<file path="src/rtl/seq_divider.sv">
// rtl/seq_divider.sv - iterative radix-2 non-restoring integer divider
//
// Purpose: accepts one dividend/divisor pair per in_valid/in_ready handshake.
// Produces one quotient bit per clock, then returns a quotient truncated
// toward zero and a remainder whose sign follows the dividend.
//
// Ports:
//   clk, rst_n          rising-edge clock, asynchronous active-low reset
//   in_valid/in_ready   operand handshake (in_ready high only in IDLE)
//   dividend, divisor   WIDTH-bit operands, two's complement when is_signed=1
//   is_signed           1 = signed division, 0 = unsigned
//   out_valid/out_ready result handshake (out_valid high only in DONE)
//   quotient, remainder WIDTH-bit registered result
//   div_zero            registered flag: divisor was zero for this result
//
// Optional feature: define DIV_EARLY_OUT_EN to resolve divide-by-zero and
// signed overflow at the accepting edge (latency 1) instead of running the
// full WIDTH+2 cycle sequence. Result values are identical in both builds.
module seq_divider #(
  parameter int WIDTH = 8
) (
  input  logic             clk,
  input  logic             rst_n,
  input  logic             in_valid,
  output logic             in_ready,
  input  logic [WIDTH-1:0] dividend,
  input  logic [WIDTH-1:0] divisor,
  input  logic             is_signed,
  output logic             out_valid,
  input  logic             out_ready,
  output logic [WIDTH-1:0] quotient,
  output logic [WIDTH-1:0] remainder,
  output logic             div_zero
);

  localparam int               CW      = $clog2(WIDTH + 1);
  localparam logic [WIDTH-1:0] ONE     = WIDTH'(1);
  localparam logic [WIDTH-1:0] MIN_NEG = {1'b1, {(WIDTH-1){1'b0}}};

  typedef enum logic [1:0] {IDLE, CALC, CORR, DONE} state_t;

  state_t           state_q, state_d;
  logic [CW-1:0]    cnt_q, cnt_d;
  logic [WIDTH:0]   p_q, p_d;          // signed partial remainder
  logic [WIDTH-1:0] a_q, a_d;          // dividend bits shift out, quotient bits shift in
  logic [WIDTH-1:0] b_q, b_d;          // divisor magnitude
  logic [WIDTH-1:0] raw_q, raw_d;      // original dividend bits for the overrides
  logic             neg_quo_q, neg_quo_d;
  logic             neg_rem_q, neg_rem_d;
  logic             zero_flag_q, zero_flag_d;
  logic             ovf_flag_q, ovf_flag_d;
  logic [WIDTH-1:0] quo_q, quo_d;
  logic [WIDTH-1:0] rem_q, rem_d;
  logic             dz_q, dz_d;
  logic             ov_q, ov_d;

  logic             dvd_neg, dvs_neg, in_zero, in_ovf;
  logic [WIDTH-1:0] dvd_mag, dvs_mag;
  logic [WIDTH:0]   p_shift, p_step, p_fix;
  logic [WIDTH-1:0] rem_mag, quo_fin, rem_fin;

  assign in_ready  = (state_q == IDLE);
  assign out_valid = ov_q;
  assign quotient  = quo_q;
  assign remainder = rem_q;
  assign div_zero  = dz_q;

  // Operand conditioning and datapath arithmetic.
  always_comb begin
    dvd_neg = is_signed & dividend[WIDTH-1];
    dvs_neg = is_signed & divisor[WIDTH-1];
    // The most negative value maps to 2^(WIDTH-1), which still fits unsigned.
    dvd_mag = dvd_neg ? (~dividend + ONE) : dividend;
    dvs_mag = dvs_neg ? (~divisor + ONE) : divisor;
    in_zero = (divisor == '0);
    in_ovf  = is_signed && (dividend == MIN_NEG) && (divisor == '1);

    // WIDTH+1 bits suffice: the step result always lands in [-D, D), so any
    // wrap in the intermediate shifted value cancels modulo 2^(WIDTH+1).
    p_shift = {p_q[WIDTH-1:0], a_q[WIDTH-1]};
    p_step  = p_q[WIDTH] ? (p_shift + {1'b0, b_q}) : (p_shift - {1'b0, b_q});

    p_fix   = p_q[WIDTH] ? (p_q + {1'b0, b_q}) : p_q;
    rem_mag = p_fix[WIDTH-1:0];
    quo_fin = neg_quo_q ? (~a_q + ONE) : a_q;
    rem_fin = neg_rem_q ? (~rem_mag + ONE) : rem_mag;
  end

  // Next-state and register updates.
  always_comb begin
    state_d     = state_q;
    cnt_d       = cnt_q;
    p_d         = p_q;
    a_d         = a_q;
    b_d         = b_q;
    raw_d       = raw_q;
    neg_quo_d   = neg_quo_q;
    neg_rem_d   = neg_rem_q;
    zero_flag_d = zero_flag_q;
    ovf_flag_d  = ovf_flag_q;
    quo_d       = quo_q;
    rem_d       = rem_q;
    dz_d        = dz_q;

    unique case (state_q)
      IDLE: begin
        if (in_valid) begin
          a_d         = dvd_mag;
          b_d         = dvs_mag;
          raw_d       = dividend;
          neg_quo_d   = dvd_neg ^ dvs_neg;
          neg_rem_d   = dvd_neg;
          zero_flag_d = in_zero;
          ovf_flag_d  = in_ovf;
          p_d         = '0;
          cnt_d       = CW'(WIDTH);
          state_d     = CALC;
`ifdef DIV_EARLY_OUT_EN
          if (in_zero || in_ovf) begin
            quo_d   = in_zero ? '1 : dividend;
            rem_d   = in_zero ? dividend : '0;
            dz_d    = in_zero;
            cnt_d   = '0;
            state_d = DONE;
          end
`endif
        end
      end
      CALC: begin
        p_d   = p_step;
        a_d   = {a_q[WIDTH-2:0], ~p_step[WIDTH]};
        cnt_d = cnt_q - CW'(1);
        if (cnt_q == CW'(1)) state_d = CORR;
      end
      CORR: begin
        if (zero_flag_q) begin
          quo_d = '1;
          rem_d = raw_q;
          dz_d  = 1'b1;
        end else if (ovf_flag_q) begin
          quo_d = raw_q;
          rem_d = '0;
          dz_d  = 1'b0;
        end else begin
          quo_d = quo_fin;
          rem_d = rem_fin;
          dz_d  = 1'b0;
        end
        state_d = DONE;
      end
      DONE: begin
        if (out_ready) state_d = IDLE;
      end
      default: state_d = IDLE;
    endcase

    ov_d = (state_d == DONE);
  end

  always_ff @(posedge clk or negedge rst_n) begin
    if (!rst_n) begin
      state_q     <= IDLE;
      cnt_q       <= '0;
      p_q         <= '0;
      a_q         <= '0;
      b_q         <= '0;
      raw_q       <= '0;
      neg_quo_q   <= 1'b0;
      neg_rem_q   <= 1'b0;
      zero_flag_q <= 1'b0;
      ovf_flag_q  <= 1'b0;
      quo_q       <= '0;
      rem_q       <= '0;
      dz_q        <= 1'b0;
      ov_q        <= 1'b0;
    end else begin
      state_q     <= state_d;
      cnt_q       <= cnt_d;
      p_q         <= p_d;
      a_q         <= a_d;
      b_q         <= b_d;
      raw_q       <= raw_d;
      neg_quo_q   <= neg_quo_d;
      neg_rem_q   <= neg_rem_d;
      zero_flag_q <= zero_flag_d;
      ovf_flag_q  <= ovf_flag_d;
      quo_q       <= quo_d;
      rem_q       <= rem_d;
      dz_q        <= dz_d;
      ov_q        <= ov_d;
    end
  end

endmodule

</file>
<file path="config.mk">
export PLATFORM = sky130hd
export DESIGN_NAME = seq_divider
export DESIGN_NICKNAME = d
export VERILOG_FILES = /design/src/rtl/seq_divider.sv
export SDC_FILE = /design/constraint.sdc
export NUM_CORES = 1
export LEC_CHECK = 0
export ABC_AREA = 0
export CELL_PAD_IN_SITES_DETAIL_PLACEMENT = 0
export CELL_PAD_IN_SITES_GLOBAL_PLACEMENT = 2
export CORE_ASPECT_RATIO = 0.5
export CORE_MARGIN = 5
export CORE_UTILIZATION = 35
export CTS_CLUSTER_SIZE = 12
export DETAILED_ROUTE_END_ITERATION = 8
export HOLD_SLACK_MARGIN = 0.15
export PLACE_DENSITY_LB_ADDON = 0.1
export SLEW_MARGIN = 20
export SYNTH_ARGS = -nofsm -noshare
export SYNTH_HDL_FRONTEND = slang
export SYNTH_SLANG_ARGS = --single-unit
</file>
<file path="constraint.sdc">
create_clock -name clk -period 3.64 [get_ports clk]
set_clock_uncertainty 0.15 [all_clocks]
set_input_delay 0.364 -clock clk [delete_from_list [all_inputs] [get_ports clk]]
set_output_delay 0.364 -clock clk [all_outputs]
set_load 0.1 [all_outputs]
</file>
Word-level counts from Yosys, hierarchy flattened
Index checks and enable logic that the tools add are counted.
Word-level totals
  bits in registers: 61
  output and inout port bits: 19
  logic and storage cells: 66
Operators by class
  $add $sub $neg: 8
  equality and inequality tests: 8
  muxes and demuxes: 21
  bitwise operators: 8
  reduce and logical (&&, ||, !) cells: 7
Operators with widths (count)
  two-way mux 8 bit: 10
  adder 8 x 1 -> 8 bit, second input constant: 4
  inverter 8 bit: 4
  two-way mux 9 bit: 2
  case mux 9 bit (2 select lines): 1
  == test 8 bit, second input constant: 2
  case mux 8 bit (2 select lines): 1
  adder 9 x 8 -> 9 bit: 1
  subtractor 9 x 8 -> 9 bit: 1
  adder 8 bit: 1
  logical NOT 8 bit: 1
  case mux 2 bit (4 select lines): 1
  case mux 4 bit (2 select lines): 1
  == test 2 bit, second input constant: 3
  two-way mux 2 bit: 3
  == test 4 x 1 -> 1 bit, second input constant: 1
  two-way mux 4 bit: 1
  AND reduction 2 bit: 2
  subtractor 4 x 1 -> 4 bit, second input constant: 1
  AND 1 bit: 2
  == test 2 x 1 -> 1 bit, second input constant: 1
  logical AND 1 bit: 2
  logical NOT 2 bit: 1
  != test 2 bit, second input constant: 1
  4 further kinds: 4

Logic depth before layout (Yosys ltp)
Gate-level depths: netlist (run 1).
  depth after elaboration: 7
  mapped depth: 12
  mapped depth without buffers: 12

Least setup slack after synthesis (run 1)
No wires, ideal clock.
  path kind: register to register
  start point: register p_q[8]
  end point: register p_q[8]
  setup time: 121 ps
  arrival: 2685 ps
  data required time: 3369 ps
  setup slack: 684 ps
  cell stages (with the launch flop): 12
  buffers on the path: 2
  clock period less this slack: 2956 ps
  cells stage by stage: dfrtp_1 -> buf_4 -> clkbuf_1 -> mux2_2 -> fa_1 -> a21o_1 -> a21oi_1 -> nor2b_1 -> o21a_1 -> o22a_1 -> xnor2_1 -> a22o_1
On the way
  cells in the longest elaborated chain, start to end: 2
RTL lines
  from (decl): line 44  | logic [WIDTH:0] p_q, p_d;
  from (signal assigned): line 179  | p_q <= p_d;
  two-way mux 9 bit: line 81  | p_step = p_q[WIDTH] ? (p_shift + {1'b0, b_q}) : (p_shift - {1'b0, b_q});
  case mux 9 bit (2 select lines): line 105  | unique case (state_q)
No other way between the ends.
A chain may end at the register's enable or synchronous reset.

Worst setup path in the final report (run 1)
  start point: register b_q[1]
  end point: register p_q[7]
On the way
  cells in the longest elaborated chain, start to end: 3
  elaborated cells on any way between the ends: 4
  classes of those cells: add/sub (2); mux (2)
RTL lines
  from (decl): line 46  | logic [WIDTH-1:0] b_q, b_d;
  from (signal assigned): line 166  | b_q <= '0;
  from (signal assigned): line 181  | b_q <= b_d;
  subtractor 9 x 8 -> 9 bit or adder 9 x 8 -> 9 bit (tied branches): line 81
  two-way mux 9 bit *: line 81
  case mux 9 bit (2 select lines) *: line 105
Mark *: on every way between the ends. The rest lies on a longest branch, timed or not.

==> run summary, run 1 <==
First-pass GRT wire length = 17390 um
Initial Util = 35.82%
Post-Syn Area = 3933 um^2
Setup crit end kind = flop
Final setup vio count = 0
Setup TNS = 0 ns
Worst-Skew Late Latency = 0.33 ns
Clk sink count = 61
Drt total wl = 10510 um
Fin area = 4767 um^2
Hold path startpoint = remainder[0]$_DFFE_PN0P_
# diodes = 0
Worst flop-to-flop path endpoint = p_q[7]$_DFFE_PN0P_
Outcome = complete, no violations
TritonCTS clock tree = built
CTS root buf = clkbuf_16
Yosys Warn Count = 0
CORE AREA = 10980 um^2
DRC errors left = 0
Setup crit start kind = flop
Non-filler cells in the finished layout = 630
FF-to-FF path depth = 11
Clk pin slew, worst setup/hold paths = 0.05 ns
GR Util All Layers = 16.01%
I/O pin cnt = 40
Post-synth ARST share = 100.0%
Post-Place Cell Area = 4458 um^2
Fill cells = 1062
Vias = 3238
Yosys cell types = 45
R2r startpoint = b_q[1]$_DFFE_PN0P_
Hold Path Class = flop to flop
CTS Buf Count = 9
Worst-case clock buffer depth = 2
Post-Synthesis Cells = 446
Die Wd = 159.9 um
Seq/Total Area, Yosys = 38.82%
Syn nets = 492
R2r setup slk = 0.67 ns
Syn_area_per_cell = 8.817 um^2
# rows = 27
CP required = 3.66 ns
Overflow after GRT = 0
WS Path Type = flop to flop
Pin count of the biggest net entering global routing = 42
RSZ-0062 raised after global routing = false
Number of DRC markers in iteration 0 = 107
WL/cell = 16.69 um
Fin. max-slew vios = 0
PostCTS Resize Cnt = 0
H-tree depth = 3
Placed Cells = 615
Max Cap Viol = 0
Crit share post-route = 81.52%
Seq cells post-synth = 61
Number of routed nets with antenna violations = 0
Critical Path AT = 2.98 ns
Full die area = 13580 um^2
Die height = 84.96 um
Mean number of vias per cell = 5.140
Max Clock Freq = 337.0 MHz
Headroom to the max-slew limit = 34.42%
Area Growth Syn to Fin = 21.22%
Vias in the first global route = 3363
Net count, final = 528
Post-layout minimum cycle time = 2.967 ns
Min-Delay Path Depth = 2
Share of cells above drive strength 1 = 8.454%
Gpl congestion = 0.9119
Final hold vios = 0
Detailed Routing Iterations Pass 1 = 4
Port buffer count = 39
Slew @ Worst Pin = 0.9806 ns
Top_reg_cell synth = dfrtp_1
Hpwl dp = 8095 um
Critical path peak fanout = 7
Post-synth EDFFs = 0
Initial antenna violation count = 0
Hold Path End = remainder[0]$_DFFE_PN0P_
==> synth_stat cells (2+ instances only) <==
master	count	share of area [%]
xor2_1	18	4.0
o21bai_1	2	0.38
nor4_1	2	0.32
a211o_1	2	0.45
a22oi_1	8	1.5
nand2_1	74	7.1
or3_1	4	0.64
nand2b_1	7	1.1
a21o_1	2	0.38
a211oi_1	3	0.57
clkbuf_1	20	1.9
fa_1	2	1.0
xnor2_1	24	5.3
o41ai_2	2	0.83
o21a_1	2	0.38
inv_1	15	1.4
o31ai_1	7	1.3
nand3_1	16	2.0
o21ai_0	44	5.6
a31oi_1	5	0.80
mux2_2	12	3.4
dfrtp_1	61	39
ha_1	23	7.3
nor2_1	37	3.5
nor3_1	7	0.89
buf_4	2	0.38
nor2b_1	2	0.32
mux2i_1	5	1.3
o221ai_1	7	1.6
a211oi_2	2	0.64
a21oi_1	15	1.9
==> repair_timing <==
action	CTS	global route
setup buffers	0	0
hold endpoints to repair	39	0
hold buffers	1	0
==> worst max-delay path by stage <==
stage | from | endpoint | slack, ns | cells after the start
floorplan | p_q[8]$_DFFE_PN0P_ | p_q[8]$_DFFE_PN0P_ | 0.68 | 11
global placement | b_q[1]$_DFFE_PN0P_ | p_q[8]$_DFFE_PN0P_ | 0.74 | 11
detailed placement | b_q[1]$_DFFE_PN0P_ | p_q[7]$_DFFE_PN0P_ | 0.66 | 11
CTS | b_q[1]$_DFFE_PN0P_ | p_q[7]$_DFFE_PN0P_ | 0.68 | 11
global route | b_q[1]$_DFFE_PN0P_ | p_q[7]$_DFFE_PN0P_ | 0.49 | 11
finish | b_q[1]$_DFFE_PN0P_ | p_q[7]$_DFFE_PN0P_ | 0.67 | 11
==> critical path: stages, from the launching register on <==
cell and delay (ns):
dfrtp_1 0.47, inv_1 0.07, ha_1 0.26, mux2_2 0.29
ha_1 0.28, a21o_1 0.17, a21oi_1 0.22, o21bai_1 0.11
a211o_1 0.30, a31oi_1 0.21, xor2_1 0.17, o21ai_0 0.11
==> final cells by class <==
class / instances / area (um^2) / share of cell area, %
clock inverters: 3 / 46.29 / 0.9711
multi-input cells: 347 / 2248 / 47.17
inverters: 15 / 56.30 / 1.181
flip-flops and latches: 61 / 1526 / 32.02
clock buffers: 11 / 252.7 / 5.302
well taps: 145 / 181.4 / 3.806
repair buffers: 48 / 455.4 / 9.554
==> logic make-up (layout without fill, tap and decap cells) <==
group	Yosys count	after routing	share of synthesized area (%)
xor+xnor	42	42	9.354
compound gates	108	108	17.88
buf+inv	38	77	4.009
mux	17	17	4.709
flops	61	61	38.82
simple gates	155	155	16.90
fa+ha+maj	25	25	8.336
==> stage by stage <==
stage                     worst slack (ns)  hold WS (ns)  util (%)
final                               0.6725        0.3282     43.42
after global routing                0.4874        0.3587     43.42
after CTS                           0.6761        0.3347     43.42
after detailed placement            0.6605        0.3225     40.60
after global placement              0.7433        0.3137     40.60
after floorplan                     0.6839      -0.08159         -
==> flip-flops by register name, summed over array words and instances (netlist names) <==
signal and count:
neg_quo_q 1, remainder 8, state_q 2, quotient 8, raw_q 8, ovf_flag_q 1
cnt_q 4, out_valid 1, a_q 8, zero_flag_q 1, neg_rem_q 1, div_zero 1
b_q 8, p_q 9
==> metal layers <==
layer  vias up  wire [um]  global-route usage (%)
met5         -          0                       0
met4         0         48                   3.435
met3         4        337                   4.124
met2        39       4756                   25.67
met1      1569       5370                   22.02
li1       1626          -                       -
==> placed cells by master (no fill, tap or decap), drive strengths merged, types with 2 or more instances in the layout <==
cell	synthesis	final
a211oi	5	5
nor3	7	7
o21ai	45	45
dfrtp	61	61
or2	2	2
o21a	2	2
nor2	38	38
fa	2	2
o31ai	7	7
xnor2	24	24
ha	23	23
o221ai	7	7
nand3	16	16
buf	3	9
nor4	2	2
a21o	2	2
a21oi	15	15
a31oi	5	5
clkdlybuf4s50	0	38
a22oi	8	8
mux2	12	12
inv	15	15
o41ai	3	3
or3	4	4
nand2b	7	7
a211o	2	2
mux2i	5	5
nand2	74	74
clkbuf	20	11
xor2	18	18
nor2b	2	2
o21bai	2	2
Power of run 1 is left out: the tool's default activity adds up to more than one toggle a clock period on the data nets, which glitch-free logic cannot reach.
==> inputs of run 2 (changes only) <==
CORE_UTILIZATION = 32   (was 35)
clock period = 2.6 ns   (was 3.64 ns; I/O delays follow)
==> run 2 against run 1 <==
The flow now finishes with violations (setup timing). Worst setup slack got worse by 0.75 ns. Critical path depth unchanged. Clock-buffer cell count decreased by 2. First-iteration DRC count increased by 36%. Die area increased by 8.5%. Maximum frequency increased by 11%. Via count increased by 4.3%. Sequential share of layout area decreased by 2.3 points. Global-route usage decreased by 0.33 points.
==> run summary, run 2 (synthesis gave the netlist of run 1 again) <==
Max FFs per register = 9
Full die area = 14740 um^2
Max Clock Freq = 372.9 MHz
Clk sink count = 61
Setup crit start kind = flop
Vias = 3378
I/O pin cnt = 40
GR Util All Layers = 15.68%
Final hold vios = 0
Die height = 88.39 um
TritonCTS clock tree = built
Share of cells above drive strength 1 = 21.88%
CP top delay family = compound AO/OA/AOI/OAI gates
Failing checks = setup timing
Hpwl dp = 8564 um
Outcome = complete, but fails checks
Initial Util = 33.01%
CTS root buf = clkbuf_16
Initial antenna violation count = 0
Critical Path AT = 2.76 ns
DRC errors left = 0
Final setup vio count = 5
Top reg by flops = p_q
Gpl congestion = 0.8150
Post-layout minimum cycle time = 2.682 ns
CORE AREA = 11910 um^2
CP required = 2.68 ns
Worst-Skew Late Latency = 0.34 ns
Crit share post-route = 103.2%
Vias in the first global route = 3283
Die Wd = 166.8 um
WL/cell = 16.86 um
CTS Buf Count = 9
WS Path Type = flop to flop
Peak per-stage delay on the critical path = 0.41 ns
Most common cell after layout, fill and taps aside = nand2_1
Min setup slack post-route = -0.08195 ns
Mean number of vias per cell = 4.990
Number of DRC markers in iteration 0 = 145
Overflow after GRT = 0
Drt total wl = 11410 um
Area Growth Syn to Fin = 30.39%
Pin count of the biggest net entering global routing = 31
Critical path peak fanout = 3
Detailed Routing Iterations Pass 1 = 4
Setup crit end kind = flop
Number of routed nets with antenna violations = 0
Setup WS pre-CTS = -0.1397 ns
Net count, final = 553
First-pass GRT wire length = 17880 um
Worst-case clock buffer depth = 2
Max Cap Viol = 0
Port buffer count = 39
# rows = 28
H-tree depth = 3
Fill cells = 1187
Headroom to the max-slew limit = 52.20%
Fin. max-slew vios = 0
Core Util, Final = 43.05%
RSZ-0062 raised after global routing = true
Most frequent cells in the layout = nand2_1, dfrtp_1, buf_4
Buffers plus inverters on the worst setup path = 1
CP max-delay cell = dfrtp_1
Slew @ Worst Pin = 0.7170 ns
Clk pin slew, worst setup/hold paths = 0.06 ns
Critical-path cell list = inv_2 > ha_4 > mux2_4 > fa_2 > a21o_1 > a21oi_2 > nor2b_1 > o21a_1 > o22a_1 > xnor2_2 > a22o_1
# diodes = 0
Hold Path Class = flop to flop
==> run 2: changes by cell type in the layout (fill, tap and decap cells not counted), moves of 4 or more <==
cell | before | now
ha_4 | 0 | 4
a21oi_1 | 15 | 11
a21oi_2 | 0 | 4
buf_4 | 8 | 50
ha_1 | 23 | 19
clkdlybuf4s50_1 | 38 | 19
==> run 2: path summary, 6_finish.rpt <==
kind | start | end | slack (ns) | cells after the start
max | b_q[0]$_DFFE_PN0P_ | p_q[8]$_DFFE_PN0P_ | -0.08 | 11
min | quotient[3]$_DFFE_PN0P_ | quotient[3]$_DFFE_PN0P_ | 0.33 | 2
max reg2reg | b_q[0]$_DFFE_PN0P_ | p_q[8]$_DFFE_PN0P_ | -0.08 | 11
min reg2reg | quotient[3]$_DFFE_PN0P_ | quotient[3]$_DFFE_PN0P_ | 0.33 | 2
max in group asynchronous | rst_n | p_q[1]$_DFFE_PN0P_ | 1.21 | 3
min in group asynchronous | rst_n | div_zero$_DFFE_PN0P_ | 0.36 | 2
==> run 2: worst register-to-register path, cell delays in order (launching register included) <==
cell     delay [ns]
dfrtp_1        0.41
inv_2          0.09
ha_4           0.20
mux2_4         0.30
fa_2           0.35
a21o_1         0.17
a21oi_2        0.13
nor2b_1        0.06
o21a_1         0.18
o22a_1         0.20
xnor2_2        0.16
a22o_1         0.19
==> run 2: final cells by class <==
cell class | count | area (um^2) | area share [%]
Clock inverter | 7 | 73.82 | 1.440
Clock buffer | 9 | 225.2 | 4.392
Tap cell | 165 | 206.4 | 4.026
Timing Repair Buffer | 73 | 603.1 | 11.76
Sequential cell | 61 | 1526 | 29.77
Inverter | 15 | 56.30 | 1.098
Multi-Input combinational cell | 347 | 2436 | 47.51
==> run 2: metal layers <==
layer	GRT usage [%]	wire, um	part of all wire (%)
met5	0	0	0
met1	21.71	5741	50
met3	4.953	616	5.4
met4	3.712	86	0.75
met2	24.20	4970	44
==> run 2: stage by stage <==
stage	area (um^2)	hold slack (ns)	setup TNS, ns	instances
after floorplan	3963	-0.1856	-0.03780	446
after global placement	4617	0.1820	-0.09485	657
after detailed placement	4617	0.1968	-0.4570	657
after CTS	4995	0.3356	-0.2703	675
after global routing	5127	0.3568	-1.032	677
final	5127	0.3268	-0.1806	677
==> run 2: timing repair <==
item                       in CTS  in global routing
buffers inserted                1                  3
hold endpoints to repair       28                  0
pin swaps                      13                 15
setup endpoints to repair       5                  8
gates resized for setup         9                 22
hold buffers                    1                  0
Power of run 2 is left out for the same reason.
